File: src/rtl/multicycle_ctrl.sv
// Main control FSM for a multicycle RV32I core: sequences fetch, decode, execute and
// writeback over a shared memory and ALU, with a memory-ready handshake and illegal-op trap.
module multicycle_ctrl #(
  parameter bit EN_JALR         = 1'b1,
  parameter bit EN_AUIPC        = 1'b1,
  parameter bit HALT_ON_ILLEGAL = 1'b1
) (
  input  logic       clk,
  input  logic       reset_n,
  input  logic [6:0] op,
  input  logic       mem_ready,
  input  logic       Zero,
  output logic       PCWrite,
  output logic       AdrSrc,
  output logic       IRWrite,
  output logic       MemWrite,
  output logic       RegWrite,
  output logic [1:0] ResultSrc,
  output logic [1:0] ALUSrcA,
  output logic [1:0] ALUSrcB,
  output logic [2:0] ImmSrc,
  output logic [1:0] ALUOp,
  output logic       retire,
  output logic       illegal
);

  localparam logic [6:0] OP_LW    = 7'b0000011;
  localparam logic [6:0] OP_SW    = 7'b0100011;
  localparam logic [6:0] OP_R     = 7'b0110011;
  localparam logic [6:0] OP_I     = 7'b0010011;
  localparam logic [6:0] OP_BEQ   = 7'b1100011;
  localparam logic [6:0] OP_JAL   = 7'b1101111;
  localparam logic [6:0] OP_JALR  = 7'b1100111;
  localparam logic [6:0] OP_LUI   = 7'b0110111;
  localparam logic [6:0] OP_AUIPC = 7'b0010111;
  localparam logic [6:0] OP_NOP   = 7'b0000000;

  typedef enum logic [3:0] {
    S_FETCH    = 4'd0,
    S_DECODE   = 4'd1,
    S_MEMADR   = 4'd2,
    S_MEMREAD  = 4'd3,
    S_MEMWB    = 4'd4,
    S_MEMWRITE = 4'd5,
    S_EXECR    = 4'd6,
    S_EXECI    = 4'd7,
    S_ALUWB    = 4'd8,
    S_BEQ      = 4'd9,
    S_JALRADR  = 4'd10,
    S_JAL      = 4'd11,
    S_LUI      = 4'd12,
    S_TRAP     = 4'd13
  } state_e;

  // An unsupported opcode either parks in TRAP or retires from DECODE as a nop.
  localparam state_e ILL_NEXT   = HALT_ON_ILLEGAL ? S_TRAP : S_FETCH;
  localparam logic   ILL_RETIRE = !HALT_ON_ILLEGAL;

  state_e     state_q, state_d;
  logic       pc_update_s, branch_s, adr_src_s, ir_write_s, mem_write_s, reg_write_s;
  logic       retire_s, illegal_s;
  logic [1:0] result_src_s, alu_src_a_s, alu_src_b_s, alu_op_s;

  // State register.
  always_ff @(posedge clk or negedge reset_n) begin
    if (!reset_n) begin
      state_q <= S_FETCH;
    end else begin
      state_q <= state_d;
    end
  end

  // Next-state and per-state datapath controls.
  always_comb begin
    state_d      = state_q;
    pc_update_s  = 1'b0;
    branch_s     = 1'b0;
    adr_src_s    = 1'b0;
    ir_write_s   = 1'b0;
    mem_write_s  = 1'b0;
    reg_write_s  = 1'b0;
    retire_s     = 1'b0;
    illegal_s    = 1'b0;
    result_src_s = 2'b00;
    alu_src_a_s  = 2'b00;
    alu_src_b_s  = 2'b00;
    alu_op_s     = 2'b00;
    case (state_q)
      S_FETCH: begin
        alu_src_b_s  = 2'b10;
        result_src_s = 2'b10;
        ir_write_s   = mem_ready;
        pc_update_s  = mem_ready;
        state_d      = mem_ready ? S_DECODE : S_FETCH;
      end
      S_DECODE: begin
        alu_src_a_s = 2'b01;
        alu_src_b_s = 2'b01;
        case (op)
          OP_LW, OP_SW: state_d = S_MEMADR;
          OP_R:         state_d = S_EXECR;
          OP_I:         state_d = S_EXECI;
          OP_BEQ:       state_d = S_BEQ;
          OP_JAL:       state_d = S_JAL;
          OP_LUI:       state_d = S_LUI;
          OP_JALR: begin
            state_d  = EN_JALR ? S_JALRADR : ILL_NEXT;
            retire_s = EN_JALR ? 1'b0 : ILL_RETIRE;
          end
          OP_AUIPC: begin
            state_d  = EN_AUIPC ? S_ALUWB : ILL_NEXT;
            retire_s = EN_AUIPC ? 1'b0 : ILL_RETIRE;
          end
          OP_NOP: begin
            state_d  = S_FETCH;
            retire_s = 1'b1;
          end
          default: begin
            state_d  = ILL_NEXT;
            retire_s = ILL_RETIRE;
          end
        endcase
      end
      S_MEMADR: begin
        alu_src_a_s = 2'b10;
        alu_src_b_s = 2'b01;
        state_d     = (op == OP_SW) ? S_MEMWRITE : S_MEMREAD;
      end
      S_MEMREAD: begin
        adr_src_s = 1'b1;
        state_d   = mem_ready ? S_MEMWB : S_MEMREAD;
      end
      S_MEMWB: begin
        result_src_s = 2'b01;
        reg_write_s  = 1'b1;
        retire_s     = 1'b1;
        state_d      = S_FETCH;
      end
      S_MEMWRITE: begin
        adr_src_s   = 1'b1;
        mem_write_s = 1'b1;
        retire_s    = mem_ready;
        state_d     = mem_ready ? S_FETCH : S_MEMWRITE;
      end
      S_EXECR: begin
        alu_src_a_s = 2'b10;
        alu_op_s    = 2'b10;
        state_d     = S_ALUWB;
      end
      S_EXECI: begin
        alu_src_a_s = 2'b10;
        alu_src_b_s = 2'b01;
        alu_op_s    = 2'b10;
        state_d     = S_ALUWB;
      end
      S_ALUWB: begin
        reg_write_s = 1'b1;
        retire_s    = 1'b1;
        state_d     = S_FETCH;
      end
      S_BEQ: begin
        alu_src_a_s = 2'b10;
        alu_op_s    = 2'b01;
        branch_s    = 1'b1;
        retire_s    = 1'b1;
        state_d     = S_FETCH;
      end
      S_JALRADR: begin
        alu_src_a_s = 2'b10;
        alu_src_b_s = 2'b01;
        state_d     = S_JAL;
      end
      S_JAL: begin
        alu_src_a_s = 2'b01;
        alu_src_b_s = 2'b10;
        pc_update_s = 1'b1;
        state_d     = S_ALUWB;
      end
      S_LUI: begin
        alu_src_a_s = 2'b11;
        alu_src_b_s = 2'b01;
        state_d     = S_ALUWB;
      end
      S_TRAP: begin
        illegal_s = 1'b1;
        state_d   = S_TRAP;
      end
      default: begin
        state_d = S_FETCH;
      end
    endcase
  end

  // Immediate format follows the opcode in every state.
  always_comb begin
    case (op)
      OP_SW:            ImmSrc = 3'b001;
      OP_BEQ:           ImmSrc = 3'b010;
      OP_JAL:           ImmSrc = 3'b011;
      OP_LUI, OP_AUIPC: ImmSrc = 3'b100;
      default:          ImmSrc = 3'b000;
    endcase
  end

  // Enables are forced low as soon as reset_n falls, so no write completes during reset.
  assign PCWrite   = reset_n & (pc_update_s | (branch_s & Zero));
  assign IRWrite   = reset_n & ir_write_s;
  assign MemWrite  = reset_n & mem_write_s;
  assign RegWrite  = reset_n & reg_write_s;
  assign retire    = reset_n & retire_s;
  assign illegal   = reset_n & illegal_s;
  assign AdrSrc    = adr_src_s;
  assign ResultSrc = result_src_s;
  assign ALUSrcA   = alu_src_a_s;
  assign ALUSrcB   = alu_src_b_s;
  assign ALUOp     = alu_op_s;

endmodule
File: config.mk
export PLATFORM = sky130hd
export DESIGN_NAME = multicycle_ctrl
export DESIGN_NICKNAME = d
export VERILOG_FILES = /design/src/rtl/multicycle_ctrl.sv
export SDC_FILE = /design/constraint.sdc
export NUM_CORES = 1
export LEC_CHECK = 0
export ABC_AREA = 1
export CORE_UTILIZATION = 40
export CTS_CLUSTER_SIZE = 25
export DETAILED_ROUTE_END_ITERATION = 8
export PLACE_DENSITY = 0.9
export SYNTH_ARGS = -nofsm -noshare
export SYNTH_HDL_FRONTEND = slang
export SYNTH_SLANG_ARGS = --single-unit
File: constraint.sdc
create_clock -name clk -period 1.6 [get_ports clk]
set_input_delay 0.32 -clock clk [delete_from_list [all_inputs] [get_ports clk]]
set_output_delay 0.32 -clock clk [all_outputs]
set_load 0.02 [all_outputs]
==> results of run 1 <==
-- cells by family after synthesis --
group                  Yosys count  synth area share (%)
AO/OA/AOI/OAI                   19                 17.23
AND/OR/NAND/NOR                 77                 50.89
flip-flops                       4                 15.84
buffers and inverters           27                 16.04
-- metrics by stage --
stage	area, um2	setup TNS [ns]	cells	util [%]	hold WS [ns]
2_1_floorplan	640.6	-0.009984	127	-	0.02441
3_3_place_gp	1225	-7.881	208	88.60	0.6110
3_5_place_dp	1225	-9.021	208	88.60	0.6427
==> out/metrics.csv, run 1 <==
metric,value,unit
outcome,did not finish,
flow.stopped_at,4_1_cts,
stop_error,[ERROR DPL-0033] detailed placement checks failed during check placement.,
preCtsSetupSlack,-0.7804,ns
ys_seq_area_share,15.84,%
yosysMostFrequentCell,nand2_1,
clock-sinks,4,
htreeDepth,1,
synth-async-reset-ratio,100.0,%
gp_congestion,0.9330,
synthTopCellsByArea,"nand2_1, dfrtp_1, nor2_1, inv_1, o21ai_0",
cts-root-buf,clkbuf_4,
ys.flop_type,dfrtp_1,
synth_edf_count,0,
yosys_warnings,0,
port_buffers,28,
syn_area_per_cell,4.975,um2
synth_top_area_share,20.20,%
cts_buffer_depth,2,
place_hpwl,2208,um
cts_resized,134,
ctsHoldBuffers,0,
cts_buffers,3,
syn_area,631.9,um2
cts_setup_buffers,3,
die_x,41.75,um
synth_commonest_cells,"nand2_1, nor2_1, inv_1",
ios,29,
rows,13,
synth_seq_cells,4,
ys_types,19,
die_h,41.75,um
netlist_instances,127,
start_util,45.70,%
synth_nets,138,
synth.largest_area_cell,nand2_1,
==> run 2, diff against run 1 <==
--- a/config.mk
+++ b/config.mk
@@ -6,10 +6,10 @@
 export NUM_CORES = 1
 export LEC_CHECK = 0
 export ABC_AREA = 1
-export CORE_UTILIZATION = 40
-export CTS_CLUSTER_SIZE = 25
+export CORE_AREA = 2 2 63 65
 export DETAILED_ROUTE_END_ITERATION = 8
-export PLACE_DENSITY = 0.9
+export DIE_AREA = 0 0 65 67
+export PLACE_DENSITY_LB_ADDON = 0.15
 export SYNTH_ARGS = -nofsm -noshare
 export SYNTH_HDL_FRONTEND = slang
 export SYNTH_SLANG_ARGS = --single-unit
==> run 2 against run 1 <==
The flow now finishes, with violations (negative setup slack). Synthesized cell count did not move. Area after synthesis did not move.
==> out/metrics.csv, run 2 <==
metric,value,unit,change
p_sw,1.037,mW,
rows,22,,+9
comb_power_share,81.0,%,
antenna_found_initial,0,,
grt_overflow,0,,
crit_path_max_incr_delay,0.46,ns,
port_buffers,28,,unchanged
post-route-min-period,1.785,ns,
fin_skew,0.0009161,ns,
crit_type,register to primary output,,
syn_area_per_cell,4.975,um2,unchanged
synth_edf_count,0,,unchanged
ys.flop_type,dfrtp_1,,
die_area,4355,um2,
syn_area,631.9,um2,unchanged
finalPower,2.233,mW,
clock.fmax,0.5602,GHz,
gr-usage-met2,27.84,%,
ant_nets,0,,
cts_tree,built,,
ir_drop,0.3310,mV,
num-fill-cells,376,,
cpMostUsedCell,nor2_4,,
critPathMaxFanout,5,,
setup_slack,-0.1851,ns,
p_leak,0.9008,nW,
synth-async-reset-ratio,100.0,%,unchanged
use_met1,12.78,%,
grt_pass1_vias,1135,,
cts_buffer_depth,2,,unchanged
p_seq_share,9.7,%,
layout_common_cells,"buf_4, nand2_1, buf_6",,
layout_commonest_cell,buf_4,,
multi_input_area,660.6,um2,
pwr-share-clk,9.3,%,
relSlewSlack,73.19,%,
synth_seq_cells,4,,unchanged
gp_congestion,0.8555,,-8.3%
busiest_layer,met2,,
netlist_instances,127,,unchanged
p_int,1.196,mW,
drc_errors,0,,
regMostFlops,state_q,,
grt_first_pass_wirelength,4505,um,
drv_slew,0,,
synth_commonest_cells,"nand2_1, nor2_1, inv_1",,
antennaDiodeCount,0,,
clock-sinks,4,,unchanged
synth.largest_area_cell,nand2_1,,
largest_reg_flops,4,,
swShare,46.44,%,
powerDensity,1304,nW/um2,
worst_slew_pin_slew,0.3998,ns,
die_x,65,um,+56%
finalCritPeriodShare,111.6,%,
ys_seq_area_share,15.84,%,unchanged
cts-root-buf,clkbuf_8,,
die_h,67,um,+60%
drt-initial-drc-count,15,,
start_util,17.52,%,-28 points
hold_class,input port to asynchronous set/reset pin,,
nNetsFinal,228,,
core,3606,um2,
worstRegToRegCells,11,,
track_usage,12.99,%,
synthTopCellsByArea,"nand2_1, dfrtp_1, nor2_1, inv_1, o21ai_0",,
place_hpwl,2063,um,-6.6%
wire_per_inst,11.56,um,
failed_checks,negative setup slack,,
first_pass_iters,4,,
syn2layout_area_growth,170.9,%,
yosys_warnings,0,,unchanged
cp.arrival,1.47,ns,
htreeDepth,1,,unchanged
yosysMostFrequentCell,nand2_1,,
synth_top_area_share,20.20,%,unchanged
outcome,finished with violations,,
vias,1109,,
post-route-util,47.47,%,
grt_max_degree,7,,
setup_viol,13,,
clkTransAtPathRegs,0.03,ns,
ys_types,19,,unchanged
use_met3,0.6757,%,
regArea,102.6,um2,
top_regs,state_q (4),,
end_kind,primary output,,
synth_nets,138,,unchanged
cts_buffers,3,,unchanged
clock_latency,0.21,ns,
worst_path_max_delay_cell,dfrtp_2,,
preCtsSetupSlack,-0.7642,ns,+0.01617 ns
startpoint_type,register,,
crit_path_cell_trace,nor2_4 -> inv_2 -> nor2_4 -> nand2_2 -> a31oi_2 -> buf_4,,
crit_required,1.28,ns,
rsz0062_at_grt,true,,
finalWirelength,3040,um,
avgViaCountPerCell,4.217,,
cap_violations,0,,
ios,29,,unchanged
drive_gt1_share,66.51,%,
hold_violations,0,,
## run 2: cell counts after synthesis
Identical to the previous run, type by type.
## run 2: repair_timing
action | CTS | global route
resized for setup | 146 | 54
pin swaps | 12 | 17
hold buffers | 0 | 0
endpoints found under the setup margin | 20 | 18
setup buffers | 10 | 8
## run 2: final timing paths
| kind | from | end | slack (ns) |
|---|---|---|---|
| max | state_q[1] | PCWrite | -0.19 |
| max reg2reg | state_q[1] | state_q[0] | 0.07 |
| min reg2reg | state_q[1] | state_q[3] | 0.69 |
| max in group asynchronous | reset_n | state_q[3] | 1.09 |
| min | reset_n | state_q[0] | 0.40 |
| min in group clk | state_q[1] | state_q[3] | 0.69 |
## run 2: area by class of cell
class                           instances  share of cell area, %
Multi-Input combinational cell         96                  38.60
Sequential cell                         4                  5.994
Timing Repair Buffer                   85                  43.42
Tap cell                               48                  3.509
Inverter                               27                  6.067
Clock buffer                            3                  2.412
## run 2: metrics by stage
stage / instances / TNS, ns / hold slack, ns / area [um2]
finish: 263 / -1.361 / 0.3974 / 1712
global route: 263 / -2.208 / 0.4028 / 1712
CTS: 255 / -1.108 / 0.4013 / 1500
detailed placement: 242 / -9.066 / 0.5783 / 1274
global placement: 242 / -8.956 / 0.5957 / 1274
floorplan: 127 / -0.009984 / 0.02441 / 640.6
## run 2: logic make-up (layout without fill, tap and decap cells)
logic type             count (synthesis)  in the layout  share of synthesized area, %
buffers and inverters                 27            115                         16.04
AOI/OAI and AO/OA                     19             19                         17.23
and+or+nand+nor                       77             77                         50.89
DFF                                    4              4                         15.84
## run 2: per-layer routing
metal | wire, um | up-vias
li1 | - | 578
met1 | 1173 | 494
met2 | 1711 | 31
met3 | 97 | 6
met4 | 57 | 0
met5 | 0 | -
## run 2: power groups by stage
stage               sequential [mW]  combinational (mW)  clock (mW)
floorplan                     0.167               0.550           0
global placement              0.177                1.23           0
detailed placement            0.176                1.23           0
CTS                           0.205                1.49       0.209
global route                  0.221                1.94       0.220
finish                        0.216                1.81       0.208
## run 2: critical path: cells and delay by family (launching register included)
family	cells	cell delay, ns
DFF	1	0.46
and+or+nand+nor	3	0.39
AOI/OAI and AO/OA	1	0.16
buffers and inverters	2	0.23
(Power assumes the default switching activity.)
==> run 3, diff against run 2 <==
--- a/config.mk
+++ b/config.mk
@@ -9,7 +9,9 @@
 export CORE_AREA = 2 2 63 65
 export DETAILED_ROUTE_END_ITERATION = 8
 export DIE_AREA = 0 0 65 67
+export HOLD_SLACK_MARGIN = 0.06
 export PLACE_DENSITY_LB_ADDON = 0.15
+export SKIP_CTS_REPAIR_TIMING = 1
 export SYNTH_ARGS = -nofsm -noshare
 export SYNTH_HDL_FRONTEND = slang
 export SYNTH_SLANG_ARGS = --single-unit
==> run 3 against run 2 <==
The run still ends with negative setup slack left. Final cell count fell by 5.3%. Hold slack barely moved. Global-route usage fell by 1.2 points. Fmax rose by 0.81%. Die area did not move. Clock power barely moved. Critical endpoint is now retire. Largest power group unchanged. Highest routed layer unchanged.
==> out/metrics.csv, run 3 (synthesis gave the netlist of run 2 again) <==
metric,value,unit,change
drc_errors,0,,unchanged
antenna_found_initial,0,,unchanged
relSlewSlack,80.46,%,+7.3 points
crit_required,1.28,ns,about the same
grt_pass1_vias,1035,,-8.8%
clock_latency,0.21,ns,about the same
hold_violations,0,,unchanged
core,3606,um2,unchanged
antennaDiodeCount,0,,unchanged
wire_per_inst,10.67,um,-7.6%
design_area,1521,um2,-11%
hold_class,input port to asynchronous set/reset pin,,
failed_checks,negative setup slack,,
port_buffers,28,,unchanged
avgViaCountPerCell,4.213,,about the same
powerDensity,1278,nW/um2,-2.0%
p_leak,0.8853,nW,-1.7%
htreeDepth,1,,unchanged
preCtsSetupSlack,-0.7642,ns,unchanged
end_kind,primary output,,
die_area,4355,um2,unchanged
cts_buffers,3,,unchanged
place_area,1274,um2,unchanged
die_h,67,um,unchanged
drive_gt1_share,54.23,%,-12 points
layout_commonest_cell,buf_4,,
die_x,65,um,unchanged
fin_skew,0.001447,ns,+0.0005306 ns
setup_slack,-0.1706,ns,+0.01441 ns
track_usage,11.80,%,-1.2 points
grt_max_degree,7,,unchanged
ios,29,,unchanged
layout_common_cells,"buf_4, nand2_1, inv_1",,
nNetsFinal,214,,-6.1%
setup_viol,14,,+1
ant_nets,0,,unchanged
drv_slew,0,,unchanged
cap_violations,0,,unchanged
syn2layout_area_growth,140.8,%,
grt_first_pass_wirelength,4119,um,-8.6%
cts_tree,built,,
worst_slew_pin_slew,0.2926,ns,-0.1072 ns
finalCritPeriodShare,110.7,%,-0.90 points
start_util,17.52,%,unchanged
clock.fmax,0.5648,GHz,+0.81%
clock-sinks,4,,unchanged
fin_hold_ws,0.3972,ns,-0.0002390 ns
crit_type,register to primary output,,
cp.arrival,1.45,ns,-0.02 ns
finalWirelength,2658,um,-13%
grt_overflow,0,,unchanged
largest_reg_flops,4,,unchanged
place_hpwl,2063,um,unchanged
first_pass_iters,4,,unchanged
cts_buffer_depth,2,,unchanged
drt-initial-drc-count,22,,+7
rsz0062_at_grt,true,,
post-route-util,42.19,%,-5.3 points
ir_drop,0.3053,mV,-7.8%
critPathMaxFanout,4,,-1
startpoint_type,register,,
clkTransAtPathRegs,0.03,ns,about the same
setup_tns,-1.447,ns,-0.08634 ns
vias,1049,,-5.4%
rows,22,,unchanged
cts-root-buf,clkbuf_8,,
gp_congestion,0.8555,,unchanged
outcome,finished with violations,,
top_regs,state_q (4),,
regMostFlops,state_q,,
post-route-min-period,1.771,ns,-0.01441 ns
==> run 3: cell count changes in the layout (fill, tap and decap cells not counted), moves of 4 or more <==
cell            previous run  this run
inv_2                     14         5
buf_6                     22         8
dlygate4sd2_1              6         0
dlymetal6s2s_1             0         8
inv_1                     12        20
nor2_1                    11        16
nand2_2                   10         6
==> run 3: layout make-up <==
type,instances,area (um2)
Timing Repair Buffer,71,603.1
Sequential cell,4,105.1
Multi-Input combinational cell,96,605.6
Fill cell,377,2085
Inverter,27,106.4
Clock buffer,3,41.29
Tap cell,48,60.06
==> run 3: final timing paths <==
check,cells after the start,end,start,slack (ns)
worst max-delay path,8,retire,state_q[0],-0.17
worst min-delay path,2,state_q[0],reset_n,0.40
worst max register to register,11,state_q[0],state_q[1],-0.07
worst min register to register,2,state_q[3],state_q[1],0.69
max in group asynchronous,2,state_q[3],reset_n,1.09
min in group clk,2,state_q[3],state_q[1],0.69
==> run 3: metrics by stage <==
step	cells	power, mW
finish	249	1.944
global placement	242	1.411
global route	249	2.078
floorplan	127	0.7169
detailed placement	242	1.410
CTS	245	1.624
==> run 3: per-layer routing <==
metal / routed length, um / track usage, % / part of all wire (%)
met4: 22 / 3.191 / 0.83
met2: 1477 / 25.13 / 56
met3: 97 / 0.8446 / 3.6
met5: 0 / 0 / 0
met1: 1061 / 12.04 / 40
==> run 3: power by group <==
group | switching (mW) | internal, mW | leakage, nW
logic | 0.791 | 0.718 | 0.817
registers | 0.0817 | 0.146 | 0.0465
clock network | 0.0475 | 0.160 | 0.0216
==> run 3: critical path: stages, from the launching register on <==
cell     delay (ns)
dfrtp_2        0.42
inv_2          0.07
nor2_4         0.16
inv_2          0.07
nor2_4         0.14
buf_4          0.13
nor3_2         0.04
nor2_2         0.09
buf_6          0.12
